===== config.mk =====
export PLATFORM = sky130hd
export DESIGN_NAME = control_unit
export DESIGN_NICKNAME = d
export VERILOG_FILES = /design/src/rtl/control_unit.sv
export SDC_FILE = /design/constraint.sdc
export NUM_CORES = 1
export LEC_CHECK = 0
export BUFFER_PORTS_ARGS = -buffer_cell sky130_fd_sc_hd__buf_4
export CORE_MARGIN = 2
export CORE_UTILIZATION = 39
export DETAILED_ROUTE_END_ITERATION = 7
export GPL_TIMING_DRIVEN = 0
export PLACE_DENSITY = 0.73
export SYNTH_ARGS = -nofsm -noshare
export SYNTH_HDL_FRONTEND = slang
export SYNTH_SLANG_ARGS = --single-unit
export TNS_END_PERCENT = 20

===== constraint.sdc =====
create_clock -name clk -period 1.11 [get_ports clk]
set_clock_uncertainty 0.15 [all_clocks]
set_input_delay 0.0555 -clock clk [delete_from_list [all_inputs] [get_ports clk]]
set_output_delay 0.0555 -clock clk [all_outputs]
set_load 0.01 [all_outputs]

===== src/rtl/control_unit.sv =====
// Registered instruction decoder: 16-bit instruction -> datapath controls, RUN/HALTED FSM.
// Build option CU_SIGN_EXT_EN: sign-extend imm9 (default zero-extends).
module control_unit (
  input  logic        clk,
  input  logic        rst_n,
  input  logic [15:0] instruction,
  input  logic [3:0]  flags,
  output logic [5:0]  alu_op,
  output logic        reg_write_en,
  output logic [2:0]  reg_sel,
  output logic        flag_write_en,
  output logic        mem_read,
  output logic        mem_write,
  output logic [1:0]  pc_sel,
  output logic [15:0] immediate,
  output logic        use_immediate
);

  typedef enum logic {RUN, HALTED} state_e;

  typedef enum logic [5:0] {
    OP_NOP = 6'h00, OP_ADD = 6'h01, OP_SUB = 6'h02, OP_MUL = 6'h03, OP_DIV = 6'h04,
    OP_MOD = 6'h05, OP_AND = 6'h06, OP_OR  = 6'h07, OP_XOR = 6'h08, OP_NOT = 6'h09,
    OP_LSL = 6'h0A, OP_LSR = 6'h0B, OP_RSL = 6'h0C, OP_RSR = 6'h0D, OP_MOV = 6'h0E,
    OP_INC = 6'h0F, OP_DEC = 6'h10, OP_CMP = 6'h11, OP_TST = 6'h12, OP_LDR = 6'h13,
    OP_STR = 6'h14, OP_BRZ = 6'h15, OP_BRN = 6'h16, OP_BRC = 6'h17, OP_BRO = 6'h18,
    OP_BRA = 6'h19, OP_HLT = 6'h1F
  } opcode_e;

  typedef enum logic [1:0] {PC_INC = 2'b00, PC_BRANCH = 2'b01, PC_HOLD = 2'b11} pcsel_e;

  state_e      state_q, state_d;
  logic [5:0]  alu_op_q, alu_op_d;
  logic        reg_write_en_q, reg_write_en_d;
  logic [2:0]  reg_sel_q, reg_sel_d;
  logic        flag_write_en_q, flag_write_en_d;
  logic        mem_read_q, mem_read_d;
  logic        mem_write_q, mem_write_d;
  logic [1:0]  pc_sel_q, pc_sel_d;
  logic [15:0] immediate_q, immediate_d;
  logic        use_immediate_q, use_immediate_d;

  logic [5:0]  opcode;
  logic [8:0]  imm9;
  logic        imm_nz;
  logic [15:0] imm_ext;

  assign opcode = instruction[15:10];
  assign imm9   = instruction[8:0];
  assign imm_nz = (imm9 != '0);
`ifdef CU_SIGN_EXT_EN
  assign imm_ext = {{7{imm9[8]}}, imm9};
`else
  assign imm_ext = {7'b0, imm9};
`endif

  always_ff @(posedge clk) begin
    if (!rst_n) begin
      state_q         <= RUN;
      alu_op_q        <= '0;
      reg_write_en_q  <= 1'b0;
      reg_sel_q       <= '0;
      flag_write_en_q <= 1'b0;
      mem_read_q      <= 1'b0;
      mem_write_q     <= 1'b0;
      pc_sel_q        <= PC_INC;
      immediate_q     <= '0;
      use_immediate_q <= 1'b0;
    end else begin
      state_q         <= state_d;
      alu_op_q        <= alu_op_d;
      reg_write_en_q  <= reg_write_en_d;
      reg_sel_q       <= reg_sel_d;
      flag_write_en_q <= flag_write_en_d;
      mem_read_q      <= mem_read_d;
      mem_write_q     <= mem_write_d;
      pc_sel_q        <= pc_sel_d;
      immediate_q     <= immediate_d;
      use_immediate_q <= use_immediate_d;
    end
  end

  always_comb begin
    state_d = state_q;
    if (state_q == RUN && opcode == OP_HLT) state_d = HALTED;
  end

  // HLT itself already holds the PC; while halted reg_sel/immediate keep their last values.
  always_comb begin
    alu_op_d        = '0;
    reg_write_en_d  = 1'b0;
    reg_sel_d       = {2'b00, instruction[9]};
    flag_write_en_d = 1'b0;
    mem_read_d      = 1'b0;
    mem_write_d     = 1'b0;
    pc_sel_d        = PC_INC;
    immediate_d     = imm_ext;
    use_immediate_d = 1'b0;
    if (state_q == HALTED) begin
      pc_sel_d    = PC_HOLD;
      reg_sel_d   = reg_sel_q;
      immediate_d = immediate_q;
    end else begin
      case (opcode)
        OP_ADD, OP_SUB, OP_MUL, OP_DIV, OP_MOD, OP_AND, OP_OR, OP_XOR,
        OP_LSL, OP_LSR, OP_RSL, OP_RSR: begin
          alu_op_d        = opcode;
          reg_write_en_d  = 1'b1;
          flag_write_en_d = 1'b1;
          use_immediate_d = imm_nz;
        end
        OP_NOT, OP_INC, OP_DEC: begin
          alu_op_d        = opcode;
          reg_write_en_d  = 1'b1;
          flag_write_en_d = 1'b1;
        end
        OP_MOV: begin
          alu_op_d        = opcode;
          reg_write_en_d  = 1'b1;
          use_immediate_d = imm_nz;
        end
        OP_CMP, OP_TST: begin
          alu_op_d        = opcode;
          flag_write_en_d = 1'b1;
          use_immediate_d = imm_nz;
        end
        OP_LDR: begin
          mem_read_d      = 1'b1;
          reg_write_en_d  = 1'b1;
          use_immediate_d = 1'b1;
        end
        OP_STR: begin
          mem_write_d     = 1'b1;
          use_immediate_d = 1'b1;
        end
        OP_BRZ: begin pc_sel_d = flags[0] ? PC_BRANCH : PC_INC; use_immediate_d = 1'b1; end
        OP_BRN: begin pc_sel_d = flags[1] ? PC_BRANCH : PC_INC; use_immediate_d = 1'b1; end
        OP_BRC: begin pc_sel_d = flags[2] ? PC_BRANCH : PC_INC; use_immediate_d = 1'b1; end
        OP_BRO: begin pc_sel_d = flags[3] ? PC_BRANCH : PC_INC; use_immediate_d = 1'b1; end
        OP_BRA: begin pc_sel_d = PC_BRANCH; use_immediate_d = 1'b1; end
        OP_HLT: pc_sel_d = PC_HOLD;
        default: ;
      endcase
    end
  end

  assign alu_op        = alu_op_q;
  assign reg_write_en  = reg_write_en_q;
  assign reg_sel       = reg_sel_q;
  assign flag_write_en = flag_write_en_q;
  assign mem_read      = mem_read_q;
  assign mem_write     = mem_write_q;
  assign pc_sel        = pc_sel_q;
  assign immediate     = immediate_q;
  assign use_immediate = use_immediate_q;

endmodule


==> metrics.yaml <==
synthesis:
  yosysMostFrequentCell: "dfxtp_1"
  async_flop_share_pct: 0
  ys_ff_latch: 24
  avgSynthCellArea_um2: 9.16
  synth_seq_area_share_pct: 46.8
  yosys_warnings: 0
  synth_ff_type: "dfxtp_1"
  synth_area_um2: 1030
  synthCells: 112
  synth_edf_count: 0
  synthTopCellsByCount: "24 x dfxtp_1, 15 x nor2_1, 11 x mux2i_1, 10 x buf_4"
  yosys-top-cells-area: "dfxtp_1 47%, mux2i_1 11%, buf_4 7.3%, nor2_1 5.5%, a21oi_1 2.0%"
  synth_top_area_cell: "dfxtp_1"
  yosysTopAreaCellShare_pct: 46.8
  synth.distinct_cells: 32
routing:
  drc: 0
  vias_per_cell: 4.88
  wl_per_cell_um: 13.5
  drt_iter0_drc: 17
  drt_pre_antenna_iters: 4
  routed_wirelength_mm: 2.88
  ant_nets: 0
  vias: 1039
clocking:
  h-tree-depth: 1
  numCtsBuffers: 3
  cts_setup_buffers: 0
  cts_num_sinks: 24
  cts_root_buffer: "clkbuf_4"
  cts_tree: "built"
  path_clk_slew_ns: 0.12
  cts_buffer_depth: 2
  worstSkewPairLatency_ns: 0.29
floorplanning:
  rows: 18
  pin_count: 54
  die_w_um: 55.3
  initial_core_util_pct: 41.4
  die_area_um2: 3060
  core_um2: 2480
  dieHeight_um: 55.3
cells_and_area:
  stdcell_count: 213
  fin_nets: 206
  fin_area_um2: 1700
  antenna_cells: 0
  area_growth_pct: 65.9
  drive_gt1_share_pct: 38.3
worst_setup_path:
  criticalPathCategory: "input port to register"
  cp.required_ns: 1.17
  crit_path_start_kind: "input port"
  cp-end-kind: "register"
  crit_chain: "buf_2 > nor2_1 > nor4b_2 > nor3_4 > and2_1"
  cp_top_family: "simple AND/OR/NAND/NOR gates"
  worstPathArrival_ns: 1.15
  crit_buf_inv: 1
  crit_path_max_incr_delay_ns: 0.46
  crit_fanout: 9
  crit_slowest_cell: "nor4b_2"
sta:
  slew_violations: 0
  grt_setup_unrepaired: "yes"
  fin_setup_tns_ns: 0
  clock.fmax_mhz: 922
  tightest_slew_ns: 0.509
  finalCritPeriodShare_pct: 97.7
  max_slew_margin_pct: 66.0
  setup_violations: 0
  min_period_ns: 1.08
  timing.final.hold_violations: 7
  whs_ns: -0.0637
placed_design:
  hpwl_mm: 1.88
  placed_cell_area_um2: 1410
  portBuffers: 42
  gp_congestion: 0.860
  placed_cells: 193
pwr:
  leakage_nw: 0.776
  power_density_nw_per_um2: 1110
  ir_worst_vdd_uv: 829
global_routing:
  gr-usage-met2_pct: 33.7
  grt.busiest_layer: "met2"
  antenna_found_initial: 0
  gr-usage-all-layers_pct: 18.3
  grt_pass1_vias: 1018
  grt_pass1_wl_mm: 4.58
  gr-usage-met1_pct: 21.9
  grt.overflow.total: 0
  grt_max_degree: 15
  met3_usage_pct: 2.81
flow_run:
  maxCapViolCount: 0
outcome:
  violations: "negative hold slack"
  outcome: "finished, violations left"
hold_path:
  hold_class: "input port to register"
registers in the layout, indices dropped and copies added (netlist names):
signal and cells:
state_q 1, reg_sel 1, reg_write_en 1, mem_read 1, alu_op 6, flag_write_en 1
use_immediate 1, immediate 9, mem_write 1, pc_sel 2
layout make-up:
type	count	area, um2
plain buffers	16	119
inverters	3	11.3
repair buffers	58	478
clock buffers	3	22.5
flip-flops and latches	24	484
fillers	212	776
clock inverters	1	30.0
well taps	30	37.5
multi-input cells	78	519
power by group:
group	internal, W	total, W	switching (W)	leakage (nW)
Clock	0.000365	0.000603	0.000239	0.0279
Combinational	0.000200	0.000374	0.000174	0.550
Sequential	0.000895	0.000912	0.0000161	0.198
Total	0.00146	0.00189	0.000429	0.776
tightest hold or removal path: stages:
cell	delay (ns)
buf_4	0.10
nor2_4	0.05
nand2_4	0.09
a211oi_1	0.05
final timing paths:
path	depth (start not counted)	slack [ns]	end	from
setup / recovery	5	0.03	alu_op[2]$_SDFF_PP0_	instruction[13]
hold / removal	4	-0.06	reg_write_en$_SDFF_PP0_	instruction[15]
setup reg to reg	3	0.03	immediate[8]$_SDFFE_PN0N_	state_q$_SDFFE_PN0P_
hold reg to reg	2	0.36	immediate[6]$_SDFFE_PN0N_	immediate[6]$_SDFFE_PN0N_
routing by layer:
metal,vias up,wire length (um)
li1,512,-
met1,480,1140
met2,45,1560
met3,2,166
met4,0,13
met5,-,0
kinds of logic after synthesis:
logic type / count (synthesis) / share of synthesized area, %
compound gates: 16 / 9.51
other cells: 1 / 0.366
flops: 24 / 46.8
simple gates: 40 / 20.6
buf+inv: 19 / 11.1
xor+xnor: 1 / 0.854
mux: 11 / 10.7
timing repair:
| item | 4_1_cts | 5_1_grt |
|---|---|---|
| endpoints found under the setup margin | 14 | 18 |
| pin swaps | 1 | 4 |
| hold endpoints to repair | 20 | 8 |
| hold buffers | 14 | 2 |
| resized for setup | 6 | 13 |
cells in the final DEF (no fill, tap or decap), types with 2 or more instances in the layout:
cell            n
nor4_2          2
mux2i_1        11
dlygate4sd3_1  15
nand2_1         3
a31oi_1         2
nor3_1          3
buf_4          52
a21oi_1         4
nor2_1         14
clkbuf_4        3
and2_1          3
conb_1         10
inv_1           3
o21ai_1         2
buf_2           3
nand3_1         2
dfxtp_1        23
o21ai_0         3
through the flow:
stage / power (W) / setup slack [ns] / util (%)
2_1_floorplan: 0.00109 / -0.0962 / -
3_3_place_gp: 0.00122 / -0.312 / 57.0
3_5_place_dp: 0.00123 / -0.313 / 57.0
4_1_cts: 0.00189 / -0.00780 / 65.5
5_1_grt: 0.00198 / -0.0349 / 68.7
6_report: 0.00189 / 0.0255 / 68.7
Note: power is estimated with default switching activity, not from simulation.
